File: src/rtl/monitor_alarme_usina_pkg.sv
// Shared types and constants for the plant alarm blocks.
// Latency: n/a (declarations only).
// Backpressure: n/a (declarations only).
//
// Contents:
//   estado_canal_e     per-channel alarm state
//   clog2()            ceiling log2, usable in parameter expressions
//   default sample width and trip thresholds shared with other plant blocks
package pkg_usina;

  typedef enum logic [2:0] {
    NORMAL      = 3'd0,
    PENDENTE    = 3'd1,
    ATIVO       = 3'd2,
    RECONHECIDO = 3'd3,
    ATIVO_LIMPO = 3'd4
  } estado_canal_e;

  // Ceiling log2; returns 0 for values <= 1.
  function automatic int clog2(input int valor);
    int r;
    r = 0;
    while ((1 << r) < valor) r++;
    return r;
  endfunction

  localparam int         LARGURA_PADRAO     = 12;
  localparam int         HISTERESE_PADRAO   = 16;
  localparam logic [11:0] LIMIAR_TEMP_PADRAO = 12'd40;
  localparam logic [11:0] LIMIAR_PRES_PADRAO = 12'd7;
  localparam logic [11:0] LIMIAR_RAD_PADRAO  = 12'd1000;

endpackage

File: src/rtl/monitor_alarme_usina_canal.sv
// One alarm channel: compare, hysteresis, persistence filter and latching state machine.
// Latency: trip pulse is combinational from the current sample; state is visible next cycle.
// Backpressure: none; every valid sample is consumed in the cycle it is presented.
//
// Ports:
//   clk, rst_n        clock, synchronous active-low reset
//   amostra_valida    sample qualifier; ack and inibir act regardless of it
//   amostra, limiar   sample and trip threshold
//   ack               operator acknowledge pulse
//   inibir            maintenance inhibit, forces NORMAL
//   estado            current state
//   disparo           this cycle's edge moves NORMAL/PENDENTE -> ATIVO
//   alarme            latched (ATIVO, RECONHECIDO, ATIVO_LIMPO)
//   sirene            unacknowledged (ATIVO, ATIVO_LIMPO)
module canal_alarme
  import pkg_usina::*;
#(
  parameter int   LARGURA   = 12,
  parameter int   PERSIST   = 4,
  parameter int   HISTERESE = 16,
  parameter logic MODO_GT   = 1'b0
) (
  input  logic               clk,
  input  logic               rst_n,
  input  logic               amostra_valida,
  input  logic [LARGURA-1:0] amostra,
  input  logic [LARGURA-1:0] limiar,
  input  logic               ack,
  input  logic               inibir,
  output estado_canal_e      estado,
  output logic               disparo,
  output logic               alarme,
  output logic               sirene
);

  localparam int CW  = (clog2(PERSIST + 1) < 1) ? 1 : clog2(PERSIST + 1);
  localparam int LW1 = LARGURA + 1;
  localparam logic [CW-1:0]  PERSIST_C = CW'(PERSIST);
  localparam logic [LW1-1:0] HIST_C    = LW1'(HISTERESE);

  estado_canal_e estado_q, estado_d;
  logic [CW-1:0] cnt_q, cnt_d;
  logic [CW-1:0] cnt_inc;
  logic [LW1-1:0] soma_hist;
  logic          acima;
  logic          limpo;

  assign acima = MODO_GT ? (amostra > limiar) : (amostra >= limiar);

  // One extra bit so amostra + HISTERESE cannot wrap; a threshold at or
  // below the margin therefore never reports clear.
  assign soma_hist = {1'b0, amostra} + HIST_C;
  assign limpo     = soma_hist < {1'b0, limiar};

  assign cnt_inc = cnt_q + CW'(1);

  always_comb begin
    estado_d = estado_q;
    cnt_d    = cnt_q;
    disparo  = 1'b0;
    if (inibir) begin
      estado_d = NORMAL;
      cnt_d    = '0;
    end else begin
      unique case (estado_q)
        NORMAL: begin
          if (amostra_valida && acima) begin
            if (PERSIST <= 1) begin
              estado_d = ATIVO;
              disparo  = 1'b1;
              cnt_d    = '0;
            end else begin
              estado_d = PENDENTE;
              cnt_d    = CW'(1);
            end
          end
        end
        PENDENTE: begin
          // Invalid cycles hold the count; only a valid non-over sample restarts it.
          if (amostra_valida) begin
            if (acima) begin
              if (cnt_inc >= PERSIST_C) begin
                estado_d = ATIVO;
                disparo  = 1'b1;
                cnt_d    = '0;
              end else begin
                cnt_d = cnt_inc;
              end
            end else begin
              estado_d = NORMAL;
              cnt_d    = '0;
            end
          end
        end
        ATIVO: begin
          if (ack && amostra_valida && limpo) estado_d = NORMAL;
          else if (ack)                       estado_d = RECONHECIDO;
          else if (amostra_valida && limpo)   estado_d = ATIVO_LIMPO;
        end
        RECONHECIDO: begin
          if (amostra_valida && limpo) estado_d = NORMAL;
        end
        ATIVO_LIMPO: begin
          // Returning over the limit re-arms the siren but is not a new trip.
          if (ack)                          estado_d = NORMAL;
          else if (amostra_valida && acima) estado_d = ATIVO;
        end
        default: begin
          estado_d = NORMAL;
          cnt_d    = '0;
        end
      endcase
    end
  end

  always_ff @(posedge clk) begin
    if (!rst_n) begin
      estado_q <= NORMAL;
      cnt_q    <= '0;
    end else begin
      estado_q <= estado_d;
      cnt_q    <= cnt_d;
    end
  end

  assign estado = estado_q;
  assign alarme = (estado_q == ATIVO) || (estado_q == RECONHECIDO) || (estado_q == ATIVO_LIMPO);
  assign sirene = (estado_q == ATIVO) || (estado_q == ATIVO_LIMPO);

endmodule

File: src/rtl/monitor_alarme_usina.sv
// N-channel control-room alarm monitor with first-out capture, trip counter and siren.
// Latency: a trip appears on all outputs the cycle after the qualifying valid sample.
// Backpressure: none; samples are accepted every cycle amostra_valida is high.
//
// Ports:
//   clk, rst_n          clock, synchronous active-low reset
//   amostra_valida      samples valid this cycle
//   amostras, limiares  packed samples/thresholds, channel i at [i*LARGURA +: LARGURA]
//   ack                 operator acknowledge pulse, all channels
//   inibir              per-channel maintenance inhibit
//   alarme_canal        per-channel latched alarm
//   alarmeSonoroSC      siren, any channel unacknowledged
//   primeiro_canal      lowest index of the first trip since the last ack
//   primeiro_valido     primeiro_canal holds a captured value
//   contagem_disparos   saturating count of trips since reset
module monitor_alarme_usina
  import pkg_usina::*;
#(
  parameter int                  N_CANAIS     = 3,
  parameter int                  LARGURA      = 12,
  parameter int                  PERSIST      = 4,
  parameter int                  HISTERESE    = 16,
  parameter logic [N_CANAIS-1:0] MODO_GT      = N_CANAIS'(3'b001),
  parameter int                  LARGURA_CONT = 8,
  localparam int                 LARGURA_IDX  = (clog2(N_CANAIS) < 1) ? 1 : clog2(N_CANAIS)
) (
  input  logic                           clk,
  input  logic                           rst_n,
  input  logic                           amostra_valida,
  input  logic [N_CANAIS*LARGURA-1:0]    amostras,
  input  logic [N_CANAIS*LARGURA-1:0]    limiares,
  input  logic                           ack,
  input  logic [N_CANAIS-1:0]            inibir,
  output logic [N_CANAIS-1:0]            alarme_canal,
  output logic                           alarmeSonoroSC,
  output logic [LARGURA_IDX-1:0]         primeiro_canal,
  output logic                           primeiro_valido,
  output logic [LARGURA_CONT-1:0]        contagem_disparos
);

  // Sum width covers the counter plus up to 16 simultaneous trips.
  localparam int LS = LARGURA_CONT + 6;
  localparam logic [LS-1:0] CONT_MAX = {{6{1'b0}}, {LARGURA_CONT{1'b1}}};

  logic [N_CANAIS-1:0] disparo;
  logic [N_CANAIS-1:0] sirene;

  logic [LARGURA_IDX-1:0]  primeiro_canal_q, primeiro_canal_d;
  logic                    primeiro_valido_q, primeiro_valido_d;
  logic [LARGURA_CONT-1:0] contagem_q, contagem_d;

  logic [LARGURA_IDX-1:0] idx_disparo;
  logic [LS-1:0]          n_disparos;
  logic [LS-1:0]          soma_cont;

  for (genvar g = 0; g < N_CANAIS; g++) begin : g_canal
    estado_canal_e estado_g;

    canal_alarme #(
      .LARGURA   (LARGURA),
      .PERSIST   (PERSIST),
      .HISTERESE (HISTERESE),
      .MODO_GT   (MODO_GT[g])
    ) u_canal (
      .clk            (clk),
      .rst_n          (rst_n),
      .amostra_valida (amostra_valida),
      .amostra        (amostras[g*LARGURA +: LARGURA]),
      .limiar         (limiares[g*LARGURA +: LARGURA]),
      .ack            (ack),
      .inibir         (inibir[g]),
      .estado         (estado_g),
      .disparo        (disparo[g]),
      .alarme         (alarme_canal[g]),
      .sirene         (sirene[g])
    );
  end

  always_comb begin
    idx_disparo = '0;
    n_disparos  = '0;
    // Descending scan so the lowest tripping index wins.
    for (int i = N_CANAIS - 1; i >= 0; i--) begin
      if (disparo[i]) idx_disparo = LARGURA_IDX'(i);
    end
    for (int i = 0; i < N_CANAIS; i++) begin
      n_disparos = n_disparos + LS'(disparo[i]);
    end

    primeiro_canal_d  = primeiro_canal_q;
    primeiro_valido_d = primeiro_valido_q;
    // A trip in the ack cycle replaces the capture being cleared.
    if ((|disparo) && (!primeiro_valido_q || ack)) begin
      primeiro_canal_d  = idx_disparo;
      primeiro_valido_d = 1'b1;
    end else if (ack) begin
      primeiro_valido_d = 1'b0;
    end

    soma_cont  = LS'(contagem_q) + n_disparos;
    contagem_d = (soma_cont > CONT_MAX) ? {LARGURA_CONT{1'b1}} : LARGURA_CONT'(soma_cont);
  end

  always_ff @(posedge clk) begin
    if (!rst_n) begin
      primeiro_canal_q  <= '0;
      primeiro_valido_q <= 1'b0;
      contagem_q        <= '0;
    end else begin
      primeiro_canal_q  <= primeiro_canal_d;
      primeiro_valido_q <= primeiro_valido_d;
      contagem_q        <= contagem_d;
    end
  end

  assign alarmeSonoroSC    = |sirene;
  assign primeiro_canal    = primeiro_canal_q;
  assign primeiro_valido   = primeiro_valido_q;
  assign contagem_disparos = contagem_q;

endmodule

File: config.mk
export PLATFORM = sky130hd
export DESIGN_NAME = monitor_alarme_usina
export DESIGN_NICKNAME = d
export VERILOG_FILES = /design/src/rtl/monitor_alarme_usina_pkg.sv /design/src/rtl/monitor_alarme_usina_canal.sv /design/src/rtl/monitor_alarme_usina.sv
export SDC_FILE = /design/constraint.sdc
export NUM_CORES = 1
export LEC_CHECK = 0
export ABC_AREA = 1
export BUFFER_PORTS_ARGS = -buffer_cell sky130_fd_sc_hd__buf_4
export CAP_MARGIN = 20
export CORE_MARGIN = 3
export CORE_UTILIZATION = 45
export DETAILED_ROUTE_END_ITERATION = 16
export PLACE_DENSITY = 0.69
export SETUP_SLACK_MARGIN = 0.1
export SKIP_LAST_GASP = 1
export SLEW_MARGIN = 25
export SYNTH_ARGS = -nofsm -noshare
export SYNTH_HDL_FRONTEND = slang
export SYNTH_HIERARCHICAL = 1
export SYNTH_SLANG_ARGS = --single-unit
export TNS_END_PERCENT = 10
File: constraint.sdc
create_clock -name clk -period 4.2 [get_ports clk]
set_clock_uncertainty 0.15 [all_clocks]
set_input_delay 0.84 -clock clk [delete_from_list [all_inputs] [get_ports clk]]
set_output_delay 0.84 -clock clk [all_outputs]
set_load 0.01 [all_outputs]
# == Yosys cells after proc, flatten, opt, wreduce, memory -nomap -nowiden ==
# Cells that the tools add are included.
# word_totals
reg_bits,29
wordCells,168
in_bits,79
# classes
addsub,9
order_cmp,10
reduce_logical,40
n_eq_ne,30
bitwise,4
mux,66
# ops
op,n
2-to-1 mux 3 bit,39
case mux 3 bit (5 select lines),3
adder 12 x 5 -> 13 bit (second input constant),3
less-than comparator 13 x 12 -> 1 bit,3
case mux 3 bit (3 select lines),3
greater-or-equal comparator 12 bit,2
equality test 3 x 2 -> 1 bit (second input constant),6
AND reduction 6 bit,3
2-to-1 mux 1 bit,17
OR reduction 3 bit,5
> comparator 12 bit,1
inequality test 2 x 1 -> 1 bit (second input constant),6
inequality test 4 x 2 -> 1 bit (second input constant),3
logical AND 1 bit,11
logical OR 1 bit,10
adder 3 x 1 -> 3 bit (second input constant),3
adder 8 x 3 -> 9 bit,1
equality test 3 x 1 -> 1 bit (second input constant),3
equality test 3 bit (second input constant),3
greater-or-equal comparator 3 bit (second input constant),3
> comparator 9 x 8 -> 1 bit (second input constant),1
logical NOT 3 bit,3
inequality test 3 x 2 -> 1 bit (second input constant),3
inequality test 3 bit (second input constant),3
other kinds (10),21

# == Longest topological paths before layout ==
# Gate-level depths: netlist of run 1.
# logic_depth
depth_word,12
depth_mapped,23
ltp_nobuf,23

# == Hierarchy ==
# Netlist of run 1, hierarchy kept.
# modules_own_cells
mod,cells_per_inst,area_per_inst_um2,seq_area_each_um2,n_inst
canal_alarme (g_canal[1].u_canal ...),188,1134.8,120.1,2
canal_alarme (g_canal[0].u_canal),192,1127.3,120.1,1
monitor_alarme_usina,82,586.8,220.2,1

# == Worst setup path after synthesis of run 1 ==
# OpenSTA, ideal clock, no wires.
# synth_timing
kind,input port to flip-flop
startpoint,input limiares[35]
endpoint,"register contagem_q[5], in the netlist contagem_disparos[5]"
setup_ps,109
arrival_time_ps,3426
required_ps,3941
slack_ps,515
cell_stages,21
cell_sequence,inv_1 > ha_1 > nand2_1 > nor2_2 > nand2_1 > nor2_1 > nand2_1 > nand2_2 > nand2_4 > nor4_1 > fa_1 > ha_1 > inv_1 > fa_1 > inv_1 > nand2_1 > nor2_2 > nand3_2 > nand3_1 > nand2_1 > inv_1
# synth_via
elab_chain_cells,9
# synth_rtl
element,line,source
start: declaration,monitor_alarme_usina.sv:31,"input logic [N_CANAIS*LARGURA-1:0] limiares,"
greater-or-equal comparator 12 bit (*),monitor_alarme_usina_canal.sv:48,assign acima = MODO_GT ? (amostra > limiar) : (amostra >= limiar);
2-to-1 mux 1 bit (*),monitor_alarme_usina_canal.sv:81,if (acima) begin
2-to-1 mux 1 bit (*),monitor_alarme_usina_canal.sv:80,if (amostra_valida) begin
2-to-1 mux 1 bit (*),monitor_alarme_usina_canal.sv:65,unique case (estado_q)
2-to-1 mux 1 bit (*),monitor_alarme_usina_canal.sv:61,if (inibir) begin
via disparo[2],monitor_alarme_usina.sv:45,logic [N_CANAIS-1:0] disparo;
adder 2 x 1 -> 3 bit (*),monitor_alarme_usina.sv:87,n_disparos = n_disparos + LS'(disparo[i]);
adder 8 x 3 -> 9 bit (*),monitor_alarme_usina.sv:100,soma_cont = LS'(contagem_q) + n_disparos;
> comparator 9 x 8 -> 1 bit,monitor_alarme_usina.sv:101,contagem_d = (soma_cont > CONT_MAX) ? {LARGURA_CONT{1'b1}} : LARGURA_CONT'(soma_cont);
2-to-1 mux 8 bit (*),monitor_alarme_usina.sv:101,
end signal: assignment,monitor_alarme_usina.sv:112,contagem_q <= contagem_d;
end: declaration,monitor_alarme_usina.sv:50,"logic [LARGURA_CONT-1:0] contagem_q, contagem_d;"
# Mark *: on every way through the listed nets, which the timed path passes. The rest lies on a longest branch.
# A chain may end at the register's enable or synchronous reset.

# == Worst setup path in the final report of run 1 ==
# layout_timing
startpoint,input limiares[11]
endpoint,"register contagem_q[5], in the netlist contagem_disparos[5]"
# layout_via
elab_chain_cells,10
# layout_rtl
element,line
> comparator 12 bit (*),monitor_alarme_usina_canal.sv:48
2-to-1 mux 1 bit (*),monitor_alarme_usina_canal.sv:81
2-to-1 mux 1 bit (*),monitor_alarme_usina_canal.sv:80
2-to-1 mux 1 bit (*),monitor_alarme_usina_canal.sv:65
2-to-1 mux 1 bit (*),monitor_alarme_usina_canal.sv:61
via disparo[0],monitor_alarme_usina.sv:45
adder 1 x 1 -> 2 bit (*),monitor_alarme_usina.sv:87
adder 2 x 1 -> 3 bit (*),monitor_alarme_usina.sv:87
adder 8 x 3 -> 9 bit (*),monitor_alarme_usina.sv:100
> comparator 9 x 8 -> 1 bit,monitor_alarme_usina.sv:101
2-to-1 mux 8 bit (*),monitor_alarme_usina.sv:101
# Marked as above.

==> flow_summary_export.csv, run 1 <==
group,metric,value,unit
outcome,status,"completed",
drt,viasPerCell,4.68,
run,cap_violations,0,
layout,final_util,0.586,
place,gp_congestion,0.862,
global_route,grt_usage,0.169,
global_route,antenna_found_initial,0,
setup_path,path_common_cell,"inv_1",
global_route,first_global_vias,3746,
yosys,syn_avg_cell_area,6.13,sq um
drt,via_count,4019,
power,leakage,2.89,nW
sta,fin_crit,3.80,ns
place,dp_hpwl,7.30,mm
floorplan,core,8420,sq um
global_route,grt_pass1_wl,14.6,mm
setup_path,required,4.28,ns
setup_path,crit_family,"adder cells",
drt,final_antenna_net_count,0,
yosys,ys.warnings.count,6,
yosys,ys_ff_latch,29,
clocking,clock_latency,0.28,ns
layout,drive_gt1_frac,0.191,
sta,relSlewSlack,0.771,
drt,dr.pass1.iters,4,
yosys,synthesis.nets,799,
drt,wirelength,8.48,mm
clocking,cts_setup_buffers,0,
yosys,synth_area_leader_cell,"ha_1",
setup_path,slowest_stage,"fa_1",
place,io_buffers,93,
sta,fin_crit_sh,0.904,
floorplan,fp-row-count,33,
layout,fin_nets,902,
clocking,htreeDepth,2,
clocking,cts_buffers,5,
setup_path,slowest_delay,0.51,ns
yosys,yosys-top-cells-count,"nand2_1 (160), inv_1 (138), nor2_1 (79)",
sta,fmax,263,MHz
sta,setup_viol,0,
clocking,ctsResizeCount,0,
yosys,synthFlopType,"dfxtp_1",
setup_path,path_cells,"buf_4, inv_1, ha_1, nand2_1, inv_1, nand2_1, nor2_1, nand4_1, nand3_1, nor4_1, buf_4, fa_1, ha_1, inv_1, fa_1, inv_1, nand2_1, nor2_2, nand3_2, nand3_1, nand2_1, inv_1",
yosys,synth_area,3980,sq um
yosys,synth.most_common_cell,"nand2_1",
clocking,cts_sinks,29,
sta,hold_ws,0.309,ns
sta,maxSlewViolCount,0,
floorplan,start_util,0.473,
setup_path,crit_fanout,6,
floorplan,fp.dieH,100,um
clocking,cts_root_buf,"clkbuf_8",
setup_path,worstPathArrival,3.87,ns
sta,finalHoldViolCount,0,
layout,nFillCells,841,
drt,drtIter0Drc,108,
yosys,synthArstFlopShare,0,
yosys,synthDominantCellAreaShare,0.214,
floorplan,fp.dieW,100,um
clocking,hold_buffers,0,
power,ir_worst_vdd,198,uV
clocking,path_clk_slew,0.06,ns
layout,area_delta_synth_final,23.9,%
clocking,cts_tree,"yes",
yosys,synthCells,650,
sta,rsz0062_at_grt,"false",
setup_path,criticalPathCategory,"in2reg",
yosys,ys_seq_area_frac,0.146,
drt,drc,0,
global_route,grt_start_max_net_pins,16,
floorplan,die_area,10000,sq um
setup_path,regToRegSetupSlack,1.20,ns
yosys,synthTopCellsByArea,"ha_1 (21%), nand2_1 (15%), dfxtp_1 (15%)",
drt,wl_per_cell,9.88,um
min_path,hold_path_class,"reg2reg",
setup_path,crit_buf_inv,7,
sta,final.setup.tns,0,ns
power,p_per_area,189,nW/um^2
clocking,cts.path.max_buffers,2,
yosys,synth_edf_count,0,
layout,diodes,0,
setup_path,end_kind,"flop",
yosys,synthDistinctLibCells,31,
global_route,overflow,0,
setup_path,start_kind,"primary input",
sta,tightestPinTransition,0.340,ns
floorplan,io_pins,94,
## final cells by class
class,instances,area [sq um],area share
multi-input combinational,471,2840,0.575
tap,105,131,0.0266
sequential,29,581,0.118
clock inverter,1,5.00,0.00101
timing repair buffer,96,721,0.146
clock buffer,7,96.3,0.0195
inverter,150,563,0.114
## worst register-to-register path: cells and delay by family (launching register included)
kind	cells	cell delay, ns
flip-flops	1	0.32
buffers and inverters	6	0.49
AND/OR/NAND/NOR	8	1.08
adder cells (fa/ha/maj)	3	0.83
## layer usage
metal  GRT usage  part of all wire  vias to the layer above  wire (um)
li1            -                 -                     2219          -
met1       0.217              0.47                     1699       3950
met2       0.298              0.46                       90       3940
met3      0.0243             0.058                       11        488
met4      0.0435             0.013                        0        110
met5           0                 0                        -          0
## worst paths after layout
kind                                                   start  cells after the start                          end
worst max-delay path                            limiares[11]                     22         contagem_disparos[5]
worst min-delay path             g_canal[1].u_canal/cnt_q[2]                      2  g_canal[1].u_canal/cnt_q[2]
worst max register to register  g_canal[2].u_canal/estado[2]                     17         contagem_disparos[5]
worst min register to register   g_canal[1].u_canal/cnt_q[2]                      2  g_canal[1].u_canal/cnt_q[2]
## cells in the final DEF (no fill, tap or decap), types with 2 or more instances in the layout
cell type / Yosys / routed
o21a_1: 2 / 2
inv_1: 138 / 138
inv_2: 10 / 10
nand3_1: 36 / 36
nand3_2: 5 / 5
o21ai_0: 6 / 6
nand2_4: 4 / 4
o211ai_1: 2 / 2
a21oi_1: 39 / 39
buf_4: 0 / 96
nand4_1: 6 / 6
clkbuf_8: 0 / 7
xor2_1: 15 / 15
nor2_4: 3 / 3
nand3b_1: 3 / 3
nand2_2: 11 / 11
nor2_2: 5 / 5
dfxtp_1: 29 / 29
nor2_1: 79 / 79
clkinv_1: 2 / 2
xnor2_1: 6 / 6
ha_1: 68 / 68
fa_1: 2 / 2
nand2_1: 160 / 160
a21o_1: 3 / 3
nand3_4: 2 / 2
nor4_1: 3 / 3
nor3_1: 4 / 4
o21ai_1: 2 / 2
o2111ai_1: 2 / 2
## metrics by stage
| stage | power, mW | cells | setup WS, ns | area [sq um] |
|---|---|---|---|---|
| detailed placement | 0.691 | 851 | 0.110 | 4840 |
| finish | 0.935 | 859 | 0.404 | 4940 |
| floorplan | 0.556 | 650 | 0.515 | 3980 |
| global placement | 0.683 | 851 | 0.235 | 4840 |
| global route | 1.02 | 859 | 0.116 | 4940 |
| CTS | 0.947 | 859 | 0.405 | 4940 |
## cell families after synthesis
logic type | count (synthesis) | synth area share
AO/OA/AOI/OAI | 58 | 0.0801
XOR/XNOR | 21 | 0.0462
adder cells (fa/ha/maj) | 70 | 0.224
buffers and inverters | 150 | 0.141
flip-flops | 29 | 0.146
AND/OR/NAND/NOR | 322 | 0.363
## flip-flops by register name, indices dropped and copies added, names as in the netlist
register                count
primeiro_canal              2
primeiro_valido             1
g_canal.u_canal/cnt_q       9
g_canal.u_canal/estado      9
contagem_disparos           8
## report_power, final
part / switching (mW) / leakage (nW) / internal [mW]
registers: 0.00534 / 0.234 / 0.282
logic: 0.221 / 2.60 / 0.175
clock network: 0.104 / 0.0542 / 0.148
(Power assumes the default switching activity.)
==> run 2: changes to the inputs <==
--- a/config.mk
+++ b/config.mk
@@ -9,9 +9,8 @@
 export BUFFER_PORTS_ARGS = -buffer_cell sky130_fd_sc_hd__buf_4
 export CAP_MARGIN = 20
 export CORE_MARGIN = 3
-export CORE_UTILIZATION = 45
+export CORE_UTILIZATION = 29
 export DETAILED_ROUTE_END_ITERATION = 16
-export PLACE_DENSITY = 0.69
 export SETUP_SLACK_MARGIN = 0.1
 export SKIP_LAST_GASP = 1
 export SLEW_MARGIN = 25
==> run 2 against run 1 <==
Against the previous run: non-clock buffer count stayed put; via count is 2.2% lower; core utilization is 21 points lower.
==> flow_summary_export.csv, run 2 (synthesis gave the netlist of run 1 again) <==
group,metric,value,unit
sta,fin_crit,3.73,ns
setup_path,start_kind,"primary input",
floorplan,fp.dieH,123,um
clocking,cts_tree,"yes",
clocking,cts.path.max_buffers,2,
clocking,cts_buffers,5,
sta,rsz0062_at_grt,"false",
drt,wirelength,8.62,mm
setup_path,regToRegSetupSlack,1.22,ns
layout,nFillCells,1490,
sta,tightestPinTransition,0.336,ns
sta,hold_ws,0.302,ns
place,gp_congestion,0.872,
floorplan,fp.dieW,123,um
layout,final_area,5080,sq um
layout,mostFrequentLayoutCells,"nand2_1 (160), inv_1 (138), buf_4 (96), nor2_1 (79), ha_1 (68)",
drt,wl_per_cell,9.27,um
global_route,grt_pass1_wl,14.9,mm
floorplan,core,13300,sq um
clocking,clock_latency,0.26,ns
global_route,grt_start_max_net_pins,16,
global_route,antenna_found_initial,0,
drt,final_antenna_net_count,0,
sta,setup_viol,0,
global_route,first_global_vias,3559,
drt,drc,0,
sta,fin_crit_sh,0.889,
layout,fin_nets,902,
clocking,hold_buffers,0,
layout,drive_gt1_frac,0.191,
drt,via_count,3932,
global_route,grt_usage,0.115,
sta,maxSlewViolCount,0,
sta,relSlewSlack,0.775,
clocking,cts_sinks,29,
outcome,status,"completed",
place,dp_hpwl,7.52,mm
layout,diodes,0,
floorplan,die_area,15200,sq um
clocking,htreeDepth,2,
place,io_buffers,93,
power,p_per_area,205,nW/um^2
setup_path,crit_fanout,6,
global_route,overflow,0,
setup_path,criticalPathCategory,"in2reg",
min_path,hold_path_class,"reg2reg",
setup_path,required,4.26,ns
clocking,ctsResizeCount,0,
floorplan,fp-row-count,42,
floorplan,start_util,0.298,
layout,layout_commonest_cell,"nand2_1",
sta,finalHoldViolCount,0,
sta,final.setup.tns,0,ns
clocking,cts_root_buf,"clkbuf_16",
power,totalPowerFinal,1.04,mW
floorplan,io_pins,94,
place,place_area,4920,sq um
drt,drtIter0Drc,129,
drt,viasPerCell,4.23,
power,ir_worst_vdd,136,uV
setup_path,worstPathArrival,3.80,ns
setup_path,end_kind,"flop",
clocking,path_clk_slew,0.05,ns
sta,fmax,268,MHz
power,leakage,2.92,nW
layout,area_delta_synth_final,27.6,%
run,cap_violations,0,
clocking,cts_setup_buffers,0,
drt,dr.pass1.iters,4,
-- run 2: per-stage QoR --
| step | util | instances | setup WS [ns] |
|---|---|---|---|
| 2_1_floorplan | - | 650 | 0.515 |
| 3_3_place_gp | 0.369 | 922 | 0.232 |
| 3_5_place_dp | 0.369 | 922 | 0.162 |
| 4_1_cts | 0.381 | 930 | 0.445 |
| 5_1_grt | 0.381 | 930 | 0.139 |
| 6_report | 0.381 | 930 | 0.467 |
-- run 2: area by class of cell --
type,instances,area (sq um),share of cell area
Clock buffer,7,153,0.0300
Clock inverter,1,5.00,0.000985
Inverter,150,563,0.111
Multi-Input combinational cell,471,2840,0.559
Sequential cell,29,581,0.114
Tap cell,176,220,0.0433
Timing Repair Buffer,96,721,0.142
-- run 2: power breakdown --
part	switching (mW)	leakage (nW)	internal (mW)
clock	0.111	0.0799	0.250
sequential	0.00539	0.234	0.283
combinational	0.220	2.60	0.175
total	0.337	2.92	0.708
-- run 2: worst max-delay path, cell delays in order --
cell     delay, ns
buf_4         0.13
ha_1          0.29
nand2_1       0.05
inv_1         0.04
nand2_1       0.07
nor2_1        0.14
nand4_1       0.14
nand3_1       0.17
nor4_1        0.07
buf_4         0.14
fa_1          0.50
ha_1          0.18
inv_1         0.06
fa_1          0.39
inv_1         0.08
nand2_1       0.07
nor2_2        0.10
nand3_2       0.12
nand3_1       0.11
nand2_1       0.05
inv_1         0.04
-- run 2: worst paths after layout --
check / startpoint / to / cells after the start
setup reg to reg: g_canal[2].u_canal/estado[2] / contagem_disparos[5] / 17
setup / recovery: amostras[9] / contagem_disparos[5] / 21
hold / removal: g_canal[2].u_canal/cnt_q[2] / g_canal[2].u_canal/cnt_q[2] / 2
hold reg to reg: g_canal[2].u_canal/cnt_q[2] / g_canal[2].u_canal/cnt_q[2] / 2
-- run 2: routing by layer --
layer / vias to the layer above / GRT usage / part of all wire
met4: 0 / 0.0166 / 0.0045
met3: 2 / 0.0133 / 0.055
met2: 74 / 0.198 / 0.46
met5: - / 0 / 0
li1: 2214 / - / -
met1: 1642 / 0.157 / 0.48
==> run 3: changes to the inputs <==
--- a/config.mk
+++ b/config.mk
@@ -7,10 +7,11 @@
 export LEC_CHECK = 0
 export ABC_AREA = 1
 export BUFFER_PORTS_ARGS = -buffer_cell sky130_fd_sc_hd__buf_4
-export CAP_MARGIN = 20
+export CAP_MARGIN = 0
 export CORE_MARGIN = 3
 export CORE_UTILIZATION = 29
 export DETAILED_ROUTE_END_ITERATION = 16
+export GPL_TIMING_DRIVEN = 0
 export SETUP_SLACK_MARGIN = 0.1
 export SKIP_LAST_GASP = 1
 export SLEW_MARGIN = 25
==> run 3 against run 2 <==
Against the previous run: fmax is 0.33% lower; die area is the same; critical endpoint unchanged; power grew 5.0%.
==> flow_summary_export.csv, run 3 (synthesis gave the netlist of run 1 again) <==
group,metric,value,unit
outcome,status,"completed",
min_path,hold_depth,2,
drt,drc,0,
layout,nFillCells,1503,
place,gp_congestion,0.801,
setup_path,slowest_stage,"fa_1",
sta,final.setup.tns,0,ns
setup_path,end_kind,"flop",
drt,wl_per_cell,9.37,um
clocking,cts_buffers,5,
global_route,grt_start_max_net_pins,16,
clocking,cts_setup_buffers,0,
sta,finalHoldViolCount,0,
power,ir_worst_vdd,179,uV
setup_path,required,4.27,ns
sta,rsz0062_at_grt,"false",
sta,fin_crit_sh,0.892,
sta,maxSlewViolCount,0,
layout,layout_commonest_cell,"nand2_1",
sta,fin_crit,3.75,ns
clocking,htreeDepth,2,
setup_path,slowest_delay,0.51,ns
floorplan,fp-row-count,42,
setup_path,start_kind,"primary input",
place,dp_hpwl,7.49,mm
layout,fin_nets,899,
sta,relSlewSlack,0.563,
drt,drtIter0Drc,139,
clocking,path_clk_slew,0.05,ns
floorplan,fp.dieH,123,um
sta,setup_viol,0,
global_route,antenna_found_initial,0,
clocking,cts_sinks,29,
global_route,grt_pass1_wl,15.1,mm
layout,diodes,0,
clocking,cts.path.max_buffers,2,
layout,area_delta_synth_final,27.9,%
place,io_buffers,93,
floorplan,start_util,0.298,
clocking,clock_latency,0.27,ns
global_route,first_global_vias,3692,
floorplan,core,13300,sq um
setup_path,cp.depth,21,
sta,hold_ws,0.311,ns
min_path,hold_path_class,"reg2reg",
floorplan,io_pins,94,
sta,fmax,267,MHz
setup_path,crit_fanout,6,
clocking,ctsResizeCount,0,
setup_path,path_cells,"buf_4, inv_1, ha_1, nand2_1, inv_1, nand2_1, nor2_1, nand4_1, nand3_1, nor4_4, fa_1, ha_1, inv_1, fa_1, inv_1, nand2_1, nor2_2, nand3_2, nand3_1, nand2_1, inv_1",
layout,mostFrequentLayoutCells,"nand2_1 (160), inv_1 (138), buf_4 (93), nor2_1 (79), ha_1 (68)",
run,cap_violations,0,
drt,via_count,3919,
setup_path,crit_family,"adder cells",
floorplan,fp.dieW,123,um
floorplan,die_area,15200,sq um
power,totalPowerFinal,1.10,mW
clocking,cts_root_buf,"clkbuf_16",
drt,dr.pass1.iters,4,
setup_path,criticalPathCategory,"in2reg",
setup_path,ff2ff_path_depth,15,
setup_path,crit_buf_inv,6,
global_route,grt_usage,0.117,
drt,wirelength,8.69,mm
global_route,overflow,0,
setup_path,worstPathArrival,3.81,ns
layout,drive_gt1_frac,0.189,
drt,final_antenna_net_count,0,
clocking,cts_tree,"yes",
place,dpl.cell_count,919,
drt,viasPerCell,4.23,
power,p_per_area,215,nW/um^2
layout,stdcell_count,927,
setup_path,path_common_cell,"inv_1",
clocking,hold_buffers,0,
power,leakage,2.91,nW
sta,tightestPinTransition,0.649,ns
run 3: cell types whose count changed in the layout (fill, tap and decap cells not counted), sizes merged:
cell	previous run	this run
bufinv	0	1
buf	96	93
clkinv	3	2
run 3: report_power, final:
part	leakage, nW	switching (mW)	internal [mW]
logic	2.59	0.222	0.175
registers	0.234	0.00547	0.283
clock network	0.0841	0.116	0.295
run 3: final timing paths:
| check | from | endpoint | slack, ns |
|---|---|---|---|
| worst max register to register | g_canal[1].u_canal/estado[2] | contagem_disparos[5] | 1.10 |
| worst max-delay path | limiares[11] | contagem_disparos[5] | 0.45 |
| worst min-delay path | g_canal[2].u_canal/cnt_q[2] | g_canal[2].u_canal/cnt_q[2] | 0.31 |
| worst min register to register | g_canal[2].u_canal/cnt_q[2] | g_canal[2].u_canal/cnt_q[2] | 0.31 |
run 3: routing by layer:
layer	up-vias	part of all wire	track usage
li1	2211	-	-
met1	1650	0.49	0.152
met2	53	0.46	0.207
met3	5	0.043	0.0165
met4	0	0.0073	0.0228
met5	-	0	0
run 3: cell type report:
| type | instances | area (sq um) | area share |
|---|---|---|---|
| inverter | 150 | 563 | 0.110 |
| sequential | 29 | 581 | 0.114 |
| clock buffer | 7 | 143 | 0.0280 |
| timing repair buffer | 93 | 698 | 0.137 |
| multi-input combinational | 471 | 2860 | 0.562 |
| tap | 176 | 220 | 0.0432 |
| clock inverter | 1 | 30.0 | 0.00589 |
run 3: worst register-to-register path, stage by stage, from the launching register on:
cell and delay, ns:
dfxtp_1 0.31, nor2_1 0.27, inv_1 0.07, nor2_1 0.21
inv_1 0.09, nor4_1 0.56, ha_1 0.30, inv_1 0.06
fa_1 0.39, inv_1 0.09, nand2_1 0.08, nor2_2 0.10
nand3_2 0.14, nand3_1 0.12, nand2_1 0.05, inv_1 0.04
run 3: per-stage QoR:
step	util	setup WS, ns	cell area, sq um
6_report	0.382	0.455	5100
5_1_grt	0.382	0.115	5100
4_1_cts	0.380	0.146	5070
3_5_place_dp	0.367	-0.142	4900
3_3_place_gp	0.367	-0.143	4900
2_1_floorplan	-	0.515	3980
